==> config.mk <==
export PLATFORM = sky130hd
export DESIGN_NAME = nibble_serial_addsub_ctrl
export DESIGN_NICKNAME = d
export VERILOG_FILES = /design/src/rtl/nibble_serial_addsub_ctrl_pkg.sv /design/src/rtl/nibble_serial_addsub_ctrl_slice.sv /design/src/rtl/nibble_serial_addsub_ctrl.sv
export SDC_FILE = /design/constraint.sdc
export NUM_CORES = 1
export LEC_CHECK = 0
export CAP_MARGIN = 20
export CORE_MARGIN = 10
export CORE_UTILIZATION = 24
export DETAILED_ROUTE_END_ITERATION = 16
export PLACE_DENSITY = 0.47
export SLEW_MARGIN = 15
export SYNTH_ARGS = -nofsm -noshare
export SYNTH_HDL_FRONTEND = slang
export SYNTH_HIERARCHICAL = 1
export SYNTH_SLANG_ARGS = --single-unit
export TNS_END_PERCENT = 5
==> constraint.sdc <==
create_clock -name clk -period 4.2 [get_ports clk]
set_input_delay 0.84 -clock clk [delete_from_list [all_inputs] [get_ports clk]]
set_output_delay 0.84 -clock clk [all_outputs]
set_load 0.02 [all_outputs]
==> src/rtl/nibble_serial_addsub_ctrl_pkg.sv <==
// Shared types and helpers for the nibble-serial add/subtract sequencer.
// The controller and its 4-bit slice both import this package.
package nibble_serial_addsub_ctrl_pkg;

  typedef enum logic [1:0] {
    IDLE = 2'd0,
    RUN  = 2'd1,
    DONE = 2'd2
  } state_t;

  localparam int NIB_W = 4;

  // Width of the nibble index; kept at least 1 bit so WIDTH=4 still has a register.
  function automatic int idx_w(input int width);
    int n;
    n = width / NIB_W;
    return (n <= 1) ? 1 : $clog2(n);
  endfunction

endpackage

==> src/rtl/nibble_serial_addsub_ctrl_slice.sv <==
// Combinational 4-bit ripple-carry adder slice shared by every nibble step.
// Any inversion of b for subtraction is applied by the controller.
module nibble_addsub_slice
  import nibble_serial_addsub_ctrl_pkg::*;
(
  input  logic [NIB_W-1:0] a,
  input  logic [NIB_W-1:0] b,
  input  logic             cin,
  output logic [NIB_W-1:0] sum,
  output logic             cout
);

  logic [NIB_W:0] w_c;

  always_comb begin
    w_c    = '0;
    sum    = '0;
    w_c[0] = cin;
    for (int i = 0; i < NIB_W; i++) begin
      sum[i]   = a[i] ^ b[i] ^ w_c[i];
      w_c[i+1] = (a[i] & b[i]) | (a[i] & w_c[i]) | (b[i] & w_c[i]);
    end
    cout = w_c[NIB_W];
  end

endmodule

==> src/rtl/nibble_serial_addsub_ctrl.sv <==
// WIDTH-bit add/subtract sequenced one nibble per clock through a single slice,
// LSB first, with valid/ready handshakes on the command and result sides.
module nibble_serial_addsub_ctrl
  import nibble_serial_addsub_ctrl_pkg::*;
#(
  parameter int WIDTH = 16
) (
  input  logic             clk,
  input  logic             rst,
  input  logic             start_valid,
  output logic             start_ready,
  input  logic [WIDTH-1:0] op_a,
  input  logic [WIDTH-1:0] op_b,
  input  logic             sub,
  output logic             res_valid,
  input  logic             res_ready,
  output logic [WIDTH-1:0] result,
  output logic             cout,
  output logic             ovf,
  output logic             busy
);

  localparam int NIB = WIDTH / NIB_W;
  localparam int IW  = idx_w(WIDTH);

  state_t           r_state;
  logic [IW-1:0]    r_idx;
  logic             r_carry;
  logic             r_sub;
  logic [WIDTH-1:0] r_a;
  logic [WIDTH-1:0] r_b;
  logic [WIDTH-1:0] r_acc;
  logic [WIDTH-1:0] r_result;
  logic             r_cout;
  logic             r_ovf;

  logic [IW+1:0]    w_base;
  logic [NIB_W-1:0] w_a_nib;
  logic [NIB_W-1:0] w_b_nib;
  logic [NIB_W-1:0] w_sum;
  logic             w_cout;
  logic [WIDTH-1:0] w_acc_next;
  logic             w_last;
  logic             w_ovf;

  // Nibble selection for the current step; b is inverted here for subtraction.
  always_comb begin
    w_base     = {r_idx, 2'b00};
    w_a_nib    = r_a[w_base +: NIB_W];
    w_b_nib    = r_b[w_base +: NIB_W] ^ {NIB_W{r_sub}};
    w_acc_next = r_acc;
    w_acc_next[w_base +: NIB_W] = w_sum;
    w_last     = (r_idx == IW'(NIB - 1));
    w_ovf      = (r_a[WIDTH-1] == (r_b[WIDTH-1] ^ r_sub)) &
                 (w_acc_next[WIDTH-1] != r_a[WIDTH-1]);
  end

  nibble_addsub_slice u_slice (
    .a    (w_a_nib),
    .b    (w_b_nib),
    .cin  (r_carry),
    .sum  (w_sum),
    .cout (w_cout)
  );

  // Partial sums build up in r_acc so the visible result only changes at DONE.
  always_ff @(posedge clk) begin
    if (rst) begin
      r_state  <= IDLE;
      r_idx    <= '0;
      r_carry  <= 1'b0;
      r_acc    <= '0;
      r_result <= '0;
      r_cout   <= 1'b0;
      r_ovf    <= 1'b0;
    end else begin
      case (r_state)
        IDLE: begin
          if (start_valid) begin
            r_a     <= op_a;
            r_b     <= op_b;
            r_sub   <= sub;
            r_carry <= sub;
            r_idx   <= '0;
            r_acc   <= '0;
            r_state <= RUN;
          end
        end
        RUN: begin
          r_acc   <= w_acc_next;
          r_carry <= w_cout;
          r_idx   <= r_idx + IW'(1);
          if (w_last) begin
            r_result <= w_acc_next;
            r_cout   <= w_cout;
            r_ovf    <= w_ovf;
            r_state  <= DONE;
          end
        end
        DONE: begin
          if (res_ready) begin
            r_state <= IDLE;
          end
        end
        default: r_state <= IDLE;
      endcase
    end
  end

  assign start_ready = (r_state == IDLE) & ~rst;
  assign res_valid   = (r_state == DONE);
  assign busy        = (r_state != IDLE);
  assign result      = r_result;
  assign cout        = r_cout;
  assign ovf         = r_ovf;

endmodule

==> results.rst <==
.. list-table::
   :header-rows: 1

   * - Metric
     - Value
   * - Outcome
     - complete, no violations
   * - Required time of the critical path
     - 4.44 ns
   * - Number of gates resized after CTS
     - 0
   * - Adder-cell area share of the yosys netlist
     - 5.01%
   * - CTS Buffer Depth
     - 2
   * - Pin count of the biggest net entering global routing
     - 36
   * - Count of final max-slew check failures
     - 0
   * - # rows
     - 41
   * - Placed cell count
     - roughly 480
   * - Inserted Diodes
     - 0
   * - Worst Setup Start Kind
     - flip-flop
   * - Standard cell area after detailed placement
     - between 0.003 and 0.004 sq mm
   * - Clock insertion delay at the later pin of the skew report
     - 0.33 ns
   * - Highest fanout seen on the critical path
     - 6
   * - Worst Max-Slew Pin Slew
     - 1.02 ns
   * - CTS tree
     - done
   * - Count of cells along the worst register-to-register path
     - 13
   * - Combined area of the multi-input logic cells
     - 0.00115 sq mm
   * - Effective utilization at floorplan
     - 24.5%
   * - Via count of the first global-routing pass
     - 2,302
   * - TritonCTS Buffers
     - 9
   * - Floorplan die width
     - 134 microns
   * - Placer's final routability congestion estimate
     - 0.779
   * - Count of non-filler cells in the finished layout
     - 499
   * - Synthesized instance count
     - 262
   * - Area contributors post-synth
     - sky130_fd_sc_hd__edfxtp_1 (32%), sky130_fd_sc_hd__dfxtp_1 (25%), sky130_fd_sc_hd__mux4_2 (5.8%)
   * - Slew headroom
     - 31.9%
   * - Compound-Gate Fraction of Synth Area
     - approximately 13%
   * - Number of remaining DRC errors
     - 0
   * - Core Box Area
     - around 0.013 sq mm
   * - Share of synthesized area spent on multiplexers
     - roughly 6.8%
   * - Share of post-route cells with drive strength above 1
     - 9.17%
   * - Antenna Nets Post-Route
     - 0
   * - Full die area
     - 0.0179 sq mm
   * - Layout Cell Area excl Fill
     - 0.00413 sq mm
   * - Total number of yosys warnings
     - 6
   * - CTS root buffer
     - sky130_fd_sc_hd__clkbuf_16
   * - Initial DRT Pass Iterations
     - 4
   * - Top cell type by total area after synthesis
     - sky130_fd_sc_hd__edfxtp_1
   * - Number of endpoints failing setup at the final stage
     - 0
   * - # H-tree levels
     - 3
   * - Hold buffers post-CTS
     - 0
   * - Placed wire-length estimate after detailed placement
     - 5.57 mm
   * - Ports placed on the boundary
     - between 50 and 60
   * - Post-Syn Nets
     - approximately 310
   * - RSZ-0062 raised after global routing
     - no
   * - Average vias per placed instance
     - ~4.3
   * - Data arrival time at the worst-slack endpoint
     - 4.02 ns
   * - EDFF count, synth
     - 33
   * - CP endpoint kind
     - flip-flop
   * - Main combinational cell family by area after synthesis
     - compound AO/OA/AOI/OAI gates
   * - Synth Area in Simple Gates
     - 11.4%
   * - Post-CTS setup buffer count
     - 0
   * - Post-DR wirelength/cell
     - 15.2 microns
   * - Global routing usage summed across all routing layers
     - 8.68%
   * - Iteration-0 DRC Markers
     - 135
   * - Sequential cell area fraction in the yosys report
     - a little under three fifths
   * - Cell count of the worst hold path
     - 2
   * - Syn avg cell area
     - 11.8 sq um
   * - Ratio of final minimum period to clock period
     - 89.8%
   * - Port buffer count
     - 57
   * - Final wirelength
     - 7.59 mm
   * - Fraction of registers with async set/reset
     - 0%
   * - Reported leakage power
     - 1.41 nW
   * - Pwr dens
     - a little over 400 mW/mm^2
   * - CTS Sinks
     - 72
   * - Yosys reg bits
     - 72
   * - Footprint of the flip-flops and latches
     - 0.00177 sq mm
   * - Number of maximum-capacitance violations
     - 0
   * - Worst supply voltage drop on vdd
     - 0.000194 V
   * - Timing-limited maximum frequency
     - around 270 MHz
   * - Filler Cells Inserted
     - between 1,000 and 1,500
   * - Count of unique library cells instantiated by Yosys
     - 41
   * - Total overflow reported by the global router
     - 0
   * - Final Hold Viols
     - 0
   * - Most used standard cell by instance count after synthesis
     - sky130_fd_sc_hd__dfxtp_1
   * - Final critical delay including setup and external delays
     - 3.77 ns
   * - Area growth from synthesis to layout
     - 33.2%
   * - Final clock skew
     - around 0.0057 ns
   * - Most used DFF post-synth
     - sky130_fd_sc_hd__dfxtp_1
   * - Class of the tightest hold or removal check
     - flip-flop to flip-flop
   * - DIE HEIGHT
     - around 130 microns
   * - Global-route wire length before repair
     - 12.3 mm
   * - Yosys top cell area share
     - roughly a third
   * - Post-Synthesis Cell Area
     - 0.00310 sq mm
   * - Worst setup path category
     - flip-flop to flip-flop
   * - Total number of vias
     - about 2,200
   * - Nets
     - ~370
   * - Clock-pin slew on the worst setup and hold paths
     - 0.06 ns
   * - Most frequent cells after synthesis
     - sky130_fd_sc_hd__dfxtp_1 (39), sky130_fd_sc_hd__edfxtp_1 (33), sky130_fd_sc_hd__nor2_1 (29)
   * - Xor and xnor area share after synthesis
     - around 1.4%
   * - Worst hold slack
     - 0.461 ns
   * - Total Neg Setup Slack
     - 0 ns
   * - Initial antenna violation count
     - 0
==> power by group <==
part,internal (mW),switching [mW]
registers,0.756,0.0112
clock network,0.453,0.287
logic,0.0873,0.111
==> layer usage <==
layer | wire (microns) | part of all wire (%) | up-vias | track usage (%)
met5 | 0 | 0 | - | 0
met4 | 117 | 1.5 | 0 | 3.63
met3 | 554 | 7.3 | 9 | 3.65
met2 | 3500 | 46 | 55 | 13.4
met1 | 3420 | 45 | 1030 | 10.4
li1 | - | - | 1068 | -
==> cell families after synthesis <==
family,Yosys count
simple gates,75
buf+inv,37
compound gates,52
flops,72
fa+ha+maj,10
xor+xnor,5
mux,11
==> cells in the final DEF (no fill, tap or decap), types with 3 or more instances in the layout <==
cell type / count
sky130_fd_sc_hd__clkdlybuf4s50_1: 57
sky130_fd_sc_hd__dfxtp_1: 39
sky130_fd_sc_hd__edfxtp_1: 33
sky130_fd_sc_hd__nor2_1: 29
sky130_fd_sc_hd__inv_1: 24
sky130_fd_sc_hd__nand2_1: 19
sky130_fd_sc_hd__clkbuf_16: 9
sky130_fd_sc_hd__mux4_2: 8
sky130_fd_sc_hd__nor3_1: 7
sky130_fd_sc_hd__a221oi_1: 7
sky130_fd_sc_hd__a21oi_1: 7
sky130_fd_sc_hd__a22oi_1: 6
sky130_fd_sc_hd__a211oi_1: 6
sky130_fd_sc_hd__a22o_1: 6
sky130_fd_sc_hd__ha_1: 6
sky130_fd_sc_hd__xor2_1: 5
sky130_fd_sc_hd__o22ai_1: 5
sky130_fd_sc_hd__a32oi_1: 5
sky130_fd_sc_hd__buf_4: 5
sky130_fd_sc_hd__and2_1: 4
sky130_fd_sc_hd__o21ai_0: 4
sky130_fd_sc_hd__fa_1: 4
sky130_fd_sc_hd__mux2i_1: 3
sky130_fd_sc_hd__clkinv_1: 3
==> area by class of cell <==
type | count | area share, %
clock buffer | 9 | 5.46
clock inverter | 7 | 1.52
inverter | 24 | 2.18
multi-input combinational | 153 | 27.9
sequential | 72 | 42.9
tap | 172 | 5.22
timing repair buffer | 62 | 14.7
==> metrics by stage <==
stage	total power, mW	worst slack (ns)	util [%]
3_5_place_dp	0.985	0.408	30.4
6_report	1.71	0.428	32.7
2_1_floorplan	0.898	0.444	-
4_1_cts	1.72	0.394	32.7
5_1_grt	1.77	0.215	32.7
3_3_place_gp	0.984	0.514	30.4
==> path summary, 6_finish.rpt <==
kind                                 from        end  slack, ns
worst max register to register   r_idx[0]        ovf       0.43
worst max-delay path             r_idx[0]        ovf       0.43
worst min-delay path            result[2]  result[2]       0.46
worst min register to register  result[2]  result[2]       0.46
==> registers in the layout, summed over array words and instances, names as in the netlist <==
name     flops
r_acc       16
r_sub        1
cout         1
r_b         16
result      16
r_idx        2
r_state      2
r_carry      1
r_a         16
ovf          1
==> worst max-delay path: stages, from the launching register on <==
cell	delay [ns]
sky130_fd_sc_hd__dfxtp_1	0.48
sky130_fd_sc_hd__mux4_2	0.55
sky130_fd_sc_hd__xor2_1	0.15
sky130_fd_sc_hd__inv_1	0.08
sky130_fd_sc_hd__fa_1	0.16
sky130_fd_sc_hd__inv_1	0.05
sky130_fd_sc_hd__fa_1	0.37
sky130_fd_sc_hd__fa_1	0.38
sky130_fd_sc_hd__inv_1	0.08
sky130_fd_sc_hd__fa_1	0.40
sky130_fd_sc_hd__inv_1	0.20
sky130_fd_sc_hd__a22oi_1	0.16
sky130_fd_sc_hd__or3_1	0.39
sky130_fd_sc_hd__a311oi_2	0.23
No activity file was read; power rests on OpenSTA's default activity.
